File: src/rtl/uart_rx_fifo.sv
// UART receiver: 2-flop synchronizer, oversampled bit-recovery FSM with optional parity,
// sticky error flags and a show-ahead receive FIFO.
module uart_rx_fifo #(
    parameter int CLK_FREQ   = 100_000_000,
    parameter int BAUD       = 19200,
    parameter int OVERSAMPLE = 16,
    parameter int DATA_BITS  = 8,
    parameter int PARITY     = 0,
    parameter int STOP_BITS  = 1,
    parameter int FIFO_DEPTH = 4
) (
    input  logic                               CLK100MHZ,
    input  logic                               SWITCH_RESET,
    input  logic                               RX_INPUT,
    input  logic                               rd_en,
    input  logic                               err_clr,
    output logic [DATA_BITS-1:0]               rd_data,
    output logic                               empty,
    output logic                               full,
    output logic [$clog2(FIFO_DEPTH+1)-1:0]    count,
    output logic                               frame_err,
    output logic                               parity_err,
    output logic                               overrun_err
);

    // state  | meaning
    // IDLE   | line idle, waiting for a synchronized 0
    // START  | confirming the start bit at its midpoint
    // DATA   | sampling DATA_BITS data bits, LSB first
    // PAR    | sampling the parity bit
    // STOP   | sampling STOP_BITS stop bits; frame completes on the last one
    typedef enum logic [2:0] {S_IDLE, S_START, S_DATA, S_PAR, S_STOP} state_t;

    localparam int DIV_RAW = CLK_FREQ / (BAUD * OVERSAMPLE);
    localparam int DIV     = (DIV_RAW < 1) ? 1 : DIV_RAW;
    localparam int DIV_W   = (DIV > 1) ? $clog2(DIV) : 1;
    localparam int SW      = $clog2(OVERSAMPLE);
    localparam int BW      = $clog2(DATA_BITS);
    localparam int AW      = $clog2(FIFO_DEPTH);
    localparam int CW      = $clog2(FIFO_DEPTH+1);

    logic              sync1_q, sync2_q, rx_s;
    logic [DIV_W-1:0]  div_cnt_q, div_cnt_d;
    logic              tick;

    state_t            state_q, state_d;
    logic [SW-1:0]     scnt_q, scnt_d;
    logic [BW-1:0]     bcnt_q, bcnt_d;
    logic              stop_cnt_q, stop_cnt_d;
    logic [DATA_BITS-1:0] shreg_q, shreg_d;
    logic              frm_bad_q, frm_bad_d;
    logic              par_bad_q, par_bad_d;
    logic              done, done_fe, done_pe;

    logic [DATA_BITS-1:0] mem [FIFO_DEPTH];
    logic [AW-1:0]     wr_ptr_q, wr_ptr_d, rd_ptr_q, rd_ptr_d;
    logic [CW-1:0]     count_q, count_d;
    logic              fe_q, fe_d, pe_q, pe_d, oe_q, oe_d;
    logic              push, pop, good, full_int, empty_int;

    assign rx_s = sync2_q;

    // Free-running divider: down-counts to zero, then reloads
    always_comb begin
        tick      = (div_cnt_q == '0);
        div_cnt_d = tick ? DIV_W'(DIV-1) : div_cnt_q - DIV_W'(1);
    end

    always_comb begin
        state_d    = state_q;
        scnt_d     = scnt_q;
        bcnt_d     = bcnt_q;
        stop_cnt_d = stop_cnt_q;
        shreg_d    = shreg_q;
        frm_bad_d  = frm_bad_q;
        par_bad_d  = par_bad_q;
        done       = 1'b0;
        done_fe    = 1'b0;
        done_pe    = 1'b0;
        case (state_q)
            S_IDLE: begin
                if (!rx_s) begin
                    state_d = S_START;
                    scnt_d  = '0;
                end
            end
            S_START: begin
                if (tick) begin
                    if (scnt_q == SW'(OVERSAMPLE/2-1)) begin
                        scnt_d = '0;
                        bcnt_d = '0;
                        state_d = rx_s ? S_IDLE : S_DATA;
                    end else begin
                        scnt_d = scnt_q + SW'(1);
                    end
                end
            end
            S_DATA: begin
                if (tick) begin
                    if (scnt_q == SW'(OVERSAMPLE-1)) begin
                        scnt_d  = '0;
                        shreg_d = {rx_s, shreg_q[DATA_BITS-1:1]};
                        if (bcnt_q == BW'(DATA_BITS-1)) begin
                            state_d    = (PARITY != 0) ? S_PAR : S_STOP;
                            stop_cnt_d = 1'b0;
                            frm_bad_d  = 1'b0;
                            par_bad_d  = 1'b0;
                        end else begin
                            bcnt_d = bcnt_q + BW'(1);
                        end
                    end else begin
                        scnt_d = scnt_q + SW'(1);
                    end
                end
            end
            S_PAR: begin
                if (tick) begin
                    if (scnt_q == SW'(OVERSAMPLE-1)) begin
                        scnt_d    = '0;
                        par_bad_d = (PARITY == 1) ? ~(^shreg_q ^ rx_s) : (^shreg_q ^ rx_s);
                        state_d   = S_STOP;
                    end else begin
                        scnt_d = scnt_q + SW'(1);
                    end
                end
            end
            S_STOP: begin
                if (tick) begin
                    if (scnt_q == SW'(OVERSAMPLE-1)) begin
                        scnt_d = '0;
                        if (stop_cnt_q == 1'(STOP_BITS-1)) begin
                            done    = 1'b1;
                            done_fe = frm_bad_q | ~rx_s;
                            done_pe = par_bad_q;
                            state_d = S_IDLE;
                        end else begin
                            stop_cnt_d = 1'b1;
                            frm_bad_d  = frm_bad_q | ~rx_s;
                        end
                    end else begin
                        scnt_d = scnt_q + SW'(1);
                    end
                end
            end
            default: state_d = S_IDLE;
        endcase
    end

    // A full FIFO that pops this cycle has room, so overrun only counts a non-popping full FIFO
    always_comb begin
        empty_int = (count_q == '0);
        full_int  = (count_q == CW'(FIFO_DEPTH));
        pop       = rd_en & ~empty_int;
        good      = done & ~done_fe & ~done_pe;
        push      = good & ~(full_int & ~pop);
        wr_ptr_d  = push ? wr_ptr_q + AW'(1) : wr_ptr_q;
        rd_ptr_d  = pop ? rd_ptr_q + AW'(1) : rd_ptr_q;
        count_d   = count_q;
        if (push && !pop)      count_d = count_q + CW'(1);
        else if (pop && !push) count_d = count_q - CW'(1);
        fe_d = done_fe | (fe_q & ~err_clr);
        pe_d = done_pe | (pe_q & ~err_clr);
        oe_d = (good & full_int & ~pop) | (oe_q & ~err_clr);
    end

    always_ff @(posedge CLK100MHZ or negedge SWITCH_RESET) begin
        if (!SWITCH_RESET) begin
            sync1_q    <= 1'b1;
            sync2_q    <= 1'b1;
            div_cnt_q  <= '0;
            state_q    <= S_IDLE;
            scnt_q     <= '0;
            bcnt_q     <= '0;
            stop_cnt_q <= 1'b0;
            shreg_q    <= '0;
            frm_bad_q  <= 1'b0;
            par_bad_q  <= 1'b0;
            wr_ptr_q   <= '0;
            rd_ptr_q   <= '0;
            count_q    <= '0;
            fe_q       <= 1'b0;
            pe_q       <= 1'b0;
            oe_q       <= 1'b0;
        end else begin
            sync1_q    <= RX_INPUT;
            sync2_q    <= sync1_q;
            div_cnt_q  <= div_cnt_d;
            state_q    <= state_d;
            scnt_q     <= scnt_d;
            bcnt_q     <= bcnt_d;
            stop_cnt_q <= stop_cnt_d;
            shreg_q    <= shreg_d;
            frm_bad_q  <= frm_bad_d;
            par_bad_q  <= par_bad_d;
            wr_ptr_q   <= wr_ptr_d;
            rd_ptr_q   <= rd_ptr_d;
            count_q    <= count_d;
            fe_q       <= fe_d;
            pe_q       <= pe_d;
            oe_q       <= oe_d;
        end
    end

    always_ff @(posedge CLK100MHZ) begin
        if (push) mem[wr_ptr_q] <= shreg_q;
    end

    assign rd_data     = empty_int ? '0 : mem[rd_ptr_q];
    assign empty       = empty_int;
    assign full        = full_int;
    assign count       = count_q;
    assign frame_err   = fe_q;
    assign parity_err  = pe_q;
    assign overrun_err = oe_q;

endmodule

File: config.mk
export PLATFORM = sky130hd
export DESIGN_NAME = uart_rx_fifo
export DESIGN_NICKNAME = d
export VERILOG_FILES = /design/src/rtl/uart_rx_fifo.sv
export SDC_FILE = /design/constraint.sdc
export NUM_CORES = 1
export LEC_CHECK = 0
export ABC_AREA = 1
export ABC_CLOCK_PERIOD_IN_PS = 2700
export CAP_MARGIN = 20
export CORE_ASPECT_RATIO = 2
export CORE_MARGIN = 3
export CORE_UTILIZATION = 45
export DETAILED_ROUTE_END_ITERATION = 10
export GPL_TIMING_DRIVEN = 1
export PLACE_DENSITY = 0.73
export SLEW_MARGIN = 5
export SYNTH_ARGS = -nofsm -noshare
export SYNTH_HDL_FRONTEND = slang
export SYNTH_SLANG_ARGS = --single-unit
File: constraint.sdc
create_clock -name CLK100MHZ -period 2.7 [get_ports CLK100MHZ]
set_input_delay 0.81 -clock CLK100MHZ [delete_from_list [all_inputs] [get_ports CLK100MHZ]]
set_output_delay 0.81 -clock CLK100MHZ [all_outputs]
set_load 0.005 [all_outputs]
# Yosys cells after proc, flatten, opt, wreduce, memory -nomap -nowiden
# Memory sizes are Yosys's and may differ from the RTL's.
# Index checks and enable logic that the tools add are counted.
totals:
  ff_bits: 42
  ram_bits: 32
  in_bits: 5
  out_inout_bits: 16
  elab_cells: 146
  memories: 1
op_classes:
  add_sub_neg: 7
  eq_ne: 22
  n_mux: 57
  bitwise_logic: 22
  reduce_logical: 21
memory_table:
  columns: ["memory", "words", "width", "rd", "rd_ports_with_merged_regs", "wr", "line_no", "rtl"]
  rows:
  - ["mem", 4, 8, 1, 0, 1, "55", "logic [DATA_BITS-1:0] mem [FIFO_DEPTH];"]
ops:
  columns: ["cell", "count"]
  rows:
  - ["$mux W3", 18]
  - ["$ne A2 B2 Y1 const B", 13]
  - ["$mux W1", 25]
  - ["$mux W4", 5]
  - ["$reduce_and A6 Y1", 3]
  - ["$pmux W3 S5", 1]
  - ["$pmux W4 S3", 1]
  - ["$reduce_and A11 Y1", 1]
  - ["$and A1 B1 Y1", 10]
  - ["$eq A3 B3 Y1 const B", 3]
  - ["$logic_not A9 Y1", 1]
  - ["$mux W9", 1]
  - ["$sub A9 B1 Y9 const B", 1]
  - ["$mux W8", 1]
  - ["$reduce_bool A2 Y1", 4]
  - ["$reduce_xor A8 Y1", 1]
  - ["$not A1 Y1", 7]
  - ["$reduce_and A7 Y1", 1]
  - ["$add A3 B1 Y3 const B", 2]
  - ["$eq A3 B2 Y1 const B", 2]
  - ["$logic_not A3 Y1", 2]
  - ["$pmux W1 S2", 3]
  - ["$pmux W3 S2", 1]
  - ["$add A2 B1 Y2 const B", 2]
  - ["15 further kinds", 20]

# Longest topological paths before layout
# Gate-level depths: netlist (run 1).
depth:
  word_depth: 14
  ltp_mapped: 14
  depth_no_buf: 14

# Least setup slack after synthesis (run 1)
# Ideal clock, no wire load.
synth_path:
  path_type: "register to register"
  startpoint: "register div_cnt_q[0]"
  endpoint: "register count_q[2], in the netlist count[2]"
  setup_time_ns: 0.131
  arrival_time_ns: 2.183
  t_required_ns: 2.569
  path_slack_ns: 0.386
  stages_incl_launch_ff: 15
  path_buffers: 0
  period_less_slack_ns: 2.314
  cell_sequence: "dfrtp_1 > inv_1 > ha_1 > nand2_1 > nor2_4 > nand3_2 > nor2_4 > nand3_4 > inv_1 > ha_1 > inv_1 > fa_1 > a21oi_1 > o21ai_0 > xor2_1"
synth_via:
  elab_chain_len: 10
  word_cells_on_any_way: 17
  cone_classes: "7 x mux; 5 x bitwise; 5 x reduce/logical"
synth_rtl:
  columns: ["element", "line_no", "rtl"]
  rows:
  - ["start, declared", "43", "logic [DIV_W-1:0] div_cnt_q, div_cnt_d;"]
  - ["start signal, assigned", "187", "div_cnt_q <= div_cnt_d;"]
  - ["$logic_not A9 Y1 (*)", "65", "tick = (div_cnt_q == '0);"]
  - ["$mux W1", "128", "if (tick) begin"]
  - ["$mux W1", "80", "case (state_q)"]
  - ["$not A1 Y1", "154", "good = done & ~done_fe & ~done_pe;"]
  - ["$and A1 B1 Y1", "154", null]
  - ["$and A1 B1 Y1 (*)", "154", null]
  - ["$and A1 B1 Y1 (*)", "155", "push = good & ~(full_int & ~pop);"]
  - ["net push", "59", "logic push, pop, good, full_int, empty_int;"]
  - ["$logic_not A1 Y1", "160", "else if (pop && !push) count_d = count_q - CW'(1);"]
  - ["$logic_and A1 B1 Y1", "160", null]
  - ["$reduce_bool A2 Y1 (no source line)", null, null]
  - ["end signal, assigned", "197", "count_q <= count_d;"]
  - ["end, declared", "57", "logic [CW-1:0] count_q, count_d;"]
# Mark *: on every way through the listed nets, which the timed path passes. The rest lies on a longest branch.
# A chain may end at the register's enable or synchronous reset.

# Final worst setup path (run 1)
layout_path:
  startpoint: "register rd_ptr_q[0]"
  endpoint: "output port rd_data[4]"
layout_via:
  elab_chain_len: 2
layout_rtl:
  columns: ["element", "line_no", "rtl"]
  rows:
  - ["start, declared", "56", "logic [AW-1:0] wr_ptr_q, wr_ptr_d, rd_ptr_q, rd_ptr_d;"]
  - ["start signal, assigned", "196", "rd_ptr_q <= rd_ptr_d;"]
  - ["$mem_v2 Z4 W8", null, null]
  - ["$mux W8", "208", "assign rd_data = empty_int ? '0 : mem[rd_ptr_q];"]
  - ["end, declared", "17", "output logic [DATA_BITS-1:0] rd_data,"]
# Every way passes these cells.

==> results of run 1 <==
==> metrics by stage <==
step / instance area, sq um / instances / setup slack, ns / util, % / TNS (ns)
after detailed placement: 3958 / 502 / 0.02327 / 51.31 / 0
after global placement: 3958 / 502 / 0.05271 / 51.31 / 0
after CTS: 4255 / 519 / 0.001337 / 55.17 / 0
after global routing: 4345 / 524 / -0.006028 / 56.33 / -0.006028
after floorplan: 3615 / 385 / 0.3862 / - / 0
final: 4345 / 524 / 0.06783 / 56.33 / 0
==> cells in the mapped netlist <==
| cell | instances |
|---|---|
| o21ai_0 | 27 |
| nand3_4 | 2 |
| buf_4 | 1 |
| buf_2 | 3 |
| o21ai_2 | 7 |
| o21a_1 | 2 |
| nand3_1 | 14 |
| nand4_1 | 11 |
| a21oi_1 | 12 |
| dfrtp_1 | 39 |
| ha_1 | 10 |
| nor3_1 | 5 |
| xnor2_1 | 2 |
| clkbuf_1 | 1 |
| buf_6 | 1 |
| fa_1 | 1 |
| mux2_2 | 1 |
| nor2_2 | 1 |
| xor2_1 | 4 |
| nor2_1 | 55 |
| dfstp_2 | 2 |
| inv_1 | 39 |
| nor3_4 | 1 |
| o22ai_1 | 2 |
| nand3_2 | 2 |
| nand2_1 | 75 |
| clkinv_1 | 1 |
| o31ai_1 | 1 |
| edfxtp_1 | 32 |
| nor2_4 | 6 |
| a21oi_2 | 2 |
| nand2_2 | 6 |
| inv_2 | 9 |
| or2_2 | 1 |
| nand2_4 | 1 |
| o21ai_1 | 5 |
| clkinv_4 | 1 |
==> final cells by class <==
| cell class | instances | area (sq um) | share of cell area (%) |
|---|---|---|---|
| sequential | 73 | 1993 | 45.87 |
| multi-input combinational | 256 | 1395 | 32.10 |
| timing repair buffer | 35 | 357.8 | 8.235 |
| clock buffer | 10 | 239.0 | 5.500 |
| inverter | 50 | 201.4 | 4.636 |
| tap | 94 | 117.6 | 2.707 |
| clock inverter | 6 | 41.29 | 0.9502 |
==> kinds of logic (layout without fill, tap and decap cells) <==
family	after synthesis	count (layout)	share of synthesized area, %
simple gates	180	180	23.57
flops	73	73	55.04
compound gates	58	58	9.242
buf+inv	56	101	6.369
fa+ha+maj	11	11	4.015
xor+xnor	6	6	1.454
mux	1	1	0.3115
==> how the worst max path moves through the flow <==
stage | from | end
CTS | rd_ptr_q[0] | rd_data[5]
finish | rd_ptr_q[0] | rd_data[4]
detailed placement | rd_en | count[2]
global placement | rd_en | count[2]
global route | rd_ptr_q[0] | rd_data[4]
floorplan | div_cnt_q[0] | count[2]
==> registers in the layout, summed over array words and instances, names as in the netlist, 2 cells and up <==
signal     cells
bcnt_q         3
scnt_q         4
shreg_q        8
wr_ptr_q       2
state_q        3
count          3
rd_ptr_q       2
mem           32
div_cnt_q      9
==> what timing repair did <==
item	CTS	global route
setup endpoints to repair	9	10
pin swaps	1	8
resized for setup	5	11
setup buffers	1	5
==> per-layer routing <==
metal / track usage, % / part of all wire [%]
met4: 10.87 / 4.1
met3: 3.422 / 2.9
met2: 30.11 / 58
met1: 15.25 / 35
met5: 0 / 0
==> where the power goes <==
part | leakage, uW | total [uW] | switching [uW] | internal (uW)
registers | 0.000907 | 1270 | 65.4 | 1200
logic | 0.00104 | 814 | 377 | 437
clock network | 0.000143 | 1100 | 449 | 647
total | 0.00209 | 3180 | 891 | 2290
==> reports/results.tsv, run 1 <==
metric	value	unit
htreeDepth	3	
critical_path_class	reg -> out	
cts_made_buffers	9	
antenna_found_initial	0	
required	1.89	ns
r2r_end	count[2]	
drt_first_pass_iters	4	
clk_latency	0.33	ns
irDropWorstVdd	0.3098	mV
yosys.area.top_type	dfrtp_1	
worstHoldStart	sync1_q	
slowest_delay	0.51	ns
r2r-start	scnt_q[1]	
gr-total-overflow	0	
fillers	668	
crit_buf_inv	3	
skew	0.005145	ns
power.density	731.1	mW/mm^2
initial_utilization	46.86	%
fp-row-count	45	
syn_area	0.003615	sq mm
period_needed	2.632	ns
synth_nets	401	
power.leakage	0.002092	uW
num_vias	2703	
crit_family	buffers and inverters	
yosysWarnings	0	
cts_tree	built	
layout_commonest_cell	nand2_1	
fmax	0.3799	GHz
hpwlAfterDp	4999	microns
hold_violations	0	
grt_pass1_wl	11740	microns
whs	0.3545	ns
numClockSinks	73	
drv_cap	0	
crit_chain	buf_8 > inv_8 > o21ai_0 > a21oi_1 > clkdlybuf4s50_1	
slew_headroom	64.11	%
viasPerCell	5.158	
hp-class	reg -> reg	
antenna_cells	0	
die_h	132.8	microns
die_x	69.38	microns
total_power	3177	uW
crit_cells	5	
routed_wl	6762	microns
synthesis.instances	385	
synth_top_area_share	27.00	%
r2r_cells	13	
dr.first_iter.drc_count	135	
clockBufferDepth	2	
clk_pin_slew	0.06	ns
worst_pin_slew	0.5384	ns
whs_path_depth	0	
cts_hold_buf	0	
synth_cell_types	37	
port-buffer-count	20	
gp_congestion	0.8498	
drc	0	
avgSynthCellArea	9.389	sq um
critPathMaxFanout	16	
r2r_slack	0.21	ns
setup_viol	0	
synth_seq_cells	73	
critPathArrivalTime	1.82	ns
cp_slowest_cell	clkdlybuf4s50_1	
layout-drive-gt1-share	17.91	%
holdPathEnd	rx_s	
final_cell_mix	nand2_1 (75), nor2_1 (55), inv_1 (38), dfrtp_1 (38), edfxtp_1 (32)	
grt_pass1_vias	2668	
ys_seq_area_share	55.04	%
synth.area.top_cells	dfrtp_1 (27%), edfxtp_1 (27%), nand2_1 (7.8%), nor2_1 (5.7%), inv_1 (4.0%)	
crit_path_end_kind	output port	
grt_use_total	16.14	%
finalCritPeriodShare	97.49	%
nNetsFinal	441	
outcome	complete, no violations	
post_drt_wl_per_cell	12.90	microns
core	0.007714	sq mm
ant_nets	0	
grt_max_degree	42	
ioPinCount	21	
startpoint_type	register	
cts_root_buf	clkbuf_16	
area_delta_synth_final	20.21	%
dieArea	0.009210	sq mm
final-max-slew-violation-count	0	
Power figures use the tool's default switching activity.
==> inputs of run 2 (changes only) <==
--- a/config.mk
+++ b/config.mk
@@ -10,10 +10,11 @@
 export CAP_MARGIN = 20
 export CORE_ASPECT_RATIO = 2
 export CORE_MARGIN = 3
-export CORE_UTILIZATION = 45
+export CORE_UTILIZATION = 56
 export DETAILED_ROUTE_END_ITERATION = 10
+export GPL_ROUTABILITY_DRIVEN = 0
 export GPL_TIMING_DRIVEN = 1
-export PLACE_DENSITY = 0.73
+export PLACE_DENSITY = 0.86
 export SLEW_MARGIN = 5
 export SYNTH_ARGS = -nofsm -noshare
 export SYNTH_HDL_FRONTEND = slang
==> run 2 against run 1 <==
Compared with the run above: hold slack improved by 0.0017 ns; largest cell class unchanged; critical endpoint is now rd_data[3]; first-iteration DRC count down 47%; maximum frequency decreased by 0.31%; clock skew fell by 0.0011 ns.
==> reports/results.tsv, run 2 (synthesis results as in run 1) <==
metric	value	unit
antenna_found_initial	0	
cp_slowest_cell	clkdlybuf4s50_1	
drv_cap	0	
startpoint	rd_ptr_q[0]	
cts_root_buf	clkbuf_16	
num_vias	2708	
slew_headroom	59.10	%
worstHoldStart	sync1_q	
grt_pass1_vias	2707	
post_drt_wl_per_cell	14.20	microns
utilization	69.86	%
required	1.89	ns
grt_pass1_wl	11900	microns
initial_utilization	58.72	%
worst_pin_slew	0.6135	ns
layout_commonest_cell	nand2_1	
clockBufferDepth	2	
layout-drive-gt1-share	16.55	%
final_area	0.004300	sq mm
period_needed	2.640	ns
power.leakage	0.002072	uW
r2r_end	count[2]	
die_x	62.81	microns
ant_nets	0	
largest_reg_flops	32	
r2r-start	div_cnt_q[0]	
hp-class	reg -> reg	
r2r_cells	14	
grt_use_total	20.30	%
skew	0.004046	ns
register_area	0.001994	sq mm
nNetsFinal	440	
numClockSinks	73	
critPathArrivalTime	1.83	ns
cts_made_buffers	9	
die_h	119.6	microns
area_delta_synth_final	18.97	%
port-buffer-count	20	
drc	0	
critical_path_class	reg -> out	
tns	0	ns
setup_viol	0	
htreeDepth	3	
multi_input_area	0.001395	sq mm
drt_first_pass_iters	5	
dr.first_iter.drc_count	72	
clk_pin_slew	0.05	ns
crit_path_end_kind	output port	
holdPathEnd	rx_s	
placed_cell_area	0.003953	sq mm
crit_chain	buf_6 > inv_8 > o21ai_0 > a21oi_1 > clkdlybuf4s50_1	
core	0.006156	sq mm
whs_path_depth	0	
fillers	430	
hpwlAfterDp	5120	microns
critPathMaxFanout	16	
final-max-slew-violation-count	0	
hold_violations	0	
r2r_slack	0.19	ns
slowest_delay	0.51	ns
fmax	0.3787	GHz
dieArea	0.007513	sq mm
irDropWorstVdd	0.3778	mV
startpoint_type	register	
gr-total-overflow	0	
final_cell_mix	nand2_1 (75), nor2_1 (55), inv_1 (39), dfrtp_1 (37), edfxtp_1 (32)	
antenna_cells	0	
grt_max_degree	27	
fp-row-count	40	
regMostFlops	mem	
routed_wl	7286	microns
power.density	734.2	mW/mm^2
clk_latency	0.33	ns
top_regs	mem x32, div_cnt_q x9, shreg_q x8	
viasPerCell	5.279	
outcome	complete, no violations	
finalCritPeriodShare	97.79	%
whs	0.3562	ns
cts_tree	built	
ioPinCount	21	
==> run 2: cell types whose count changed in the layout (fill, tap and decap cells not counted) <==
cell	previous run	this run
buf_12	2	0
buf_6	0	2
buf_8	1	0
bufinv_16	0	1
clkbuf_1	0	2
clkbuf_8	1	0
clkinv_1	0	3
clkinv_2	4	2
clkinv_4	3	1
dfrtp_1	38	37
dfrtp_2	0	1
inv_1	38	39
inv_2	9	8
inv_6	1	0
==> run 2: per-layer routing <==
metal,share of wire (%),global-route usage [%],up-vias
met5,0,0,-
met4,2.4,9.544,0
met2,60,40.27,46
li1,-,-,1348
met3,2.4,4.869,15
met1,35,18.51,1299
==> run 2: worst max-delay path by stage <==
stage	to	cells after the start
3_3_place_gp	count[2]	11
2_1_floorplan	count[2]	14
5_1_grt	rd_data[5]	5
3_5_place_dp	count[2]	11
4_1_cts	rd_data[7]	5
6_report	rd_data[3]	5
==> run 2: stage by stage <==
| step | total power (uW) | setup slack, ns | cells |
|---|---|---|---|
| after CTS | 3133 | 0.006736 | 509 |
| after floorplan | 1662 | 0.3862 | 385 |
| after global placement | 1971 | 0.05253 | 493 |
| final | 3157 | 0.05954 | 513 |
| after global routing | 3342 | -0.01738 | 513 |
| after detailed placement | 2004 | -0.03180 | 493 |
==> run 2: timing repair <==
action | in CTS | in global routing
hold endpoints to repair | 0 | 0
hold buffers | 0 | 0
gates resized for setup | 3 | 13
pin swaps | 0 | 5
endpoints found under the setup margin | 8 | 10
buffers inserted | 0 | 4
==> run 2: worst max-delay path: cells and delay by family, from the launching register on <==
kind                   cells  cell delay (ns)
buffers and inverters      3             0.76
DFF                        1             0.48
AOI/OAI and AO/OA          2             0.24
==> run 2: where the power goes <==
part | leakage [uW] | internal [uW] | switching [uW]
registers | 0.000906 | 1200 | 62.5
clock network | 0.000136 | 703 | 413
logic | 0.00103 | 389 | 385
total | 0.00207 | 2300 | 861
==> run 2: area by class of cell <==
type                       instances  share of cell area [%]
sequential                        73                   46.38
multi-input combinational        256                   32.44
timing repair buffer              34                   7.565
tap                               84                   2.444
clock inverter                     5                   1.077
clock buffer                      11                   5.412
inverter                          50                   4.684
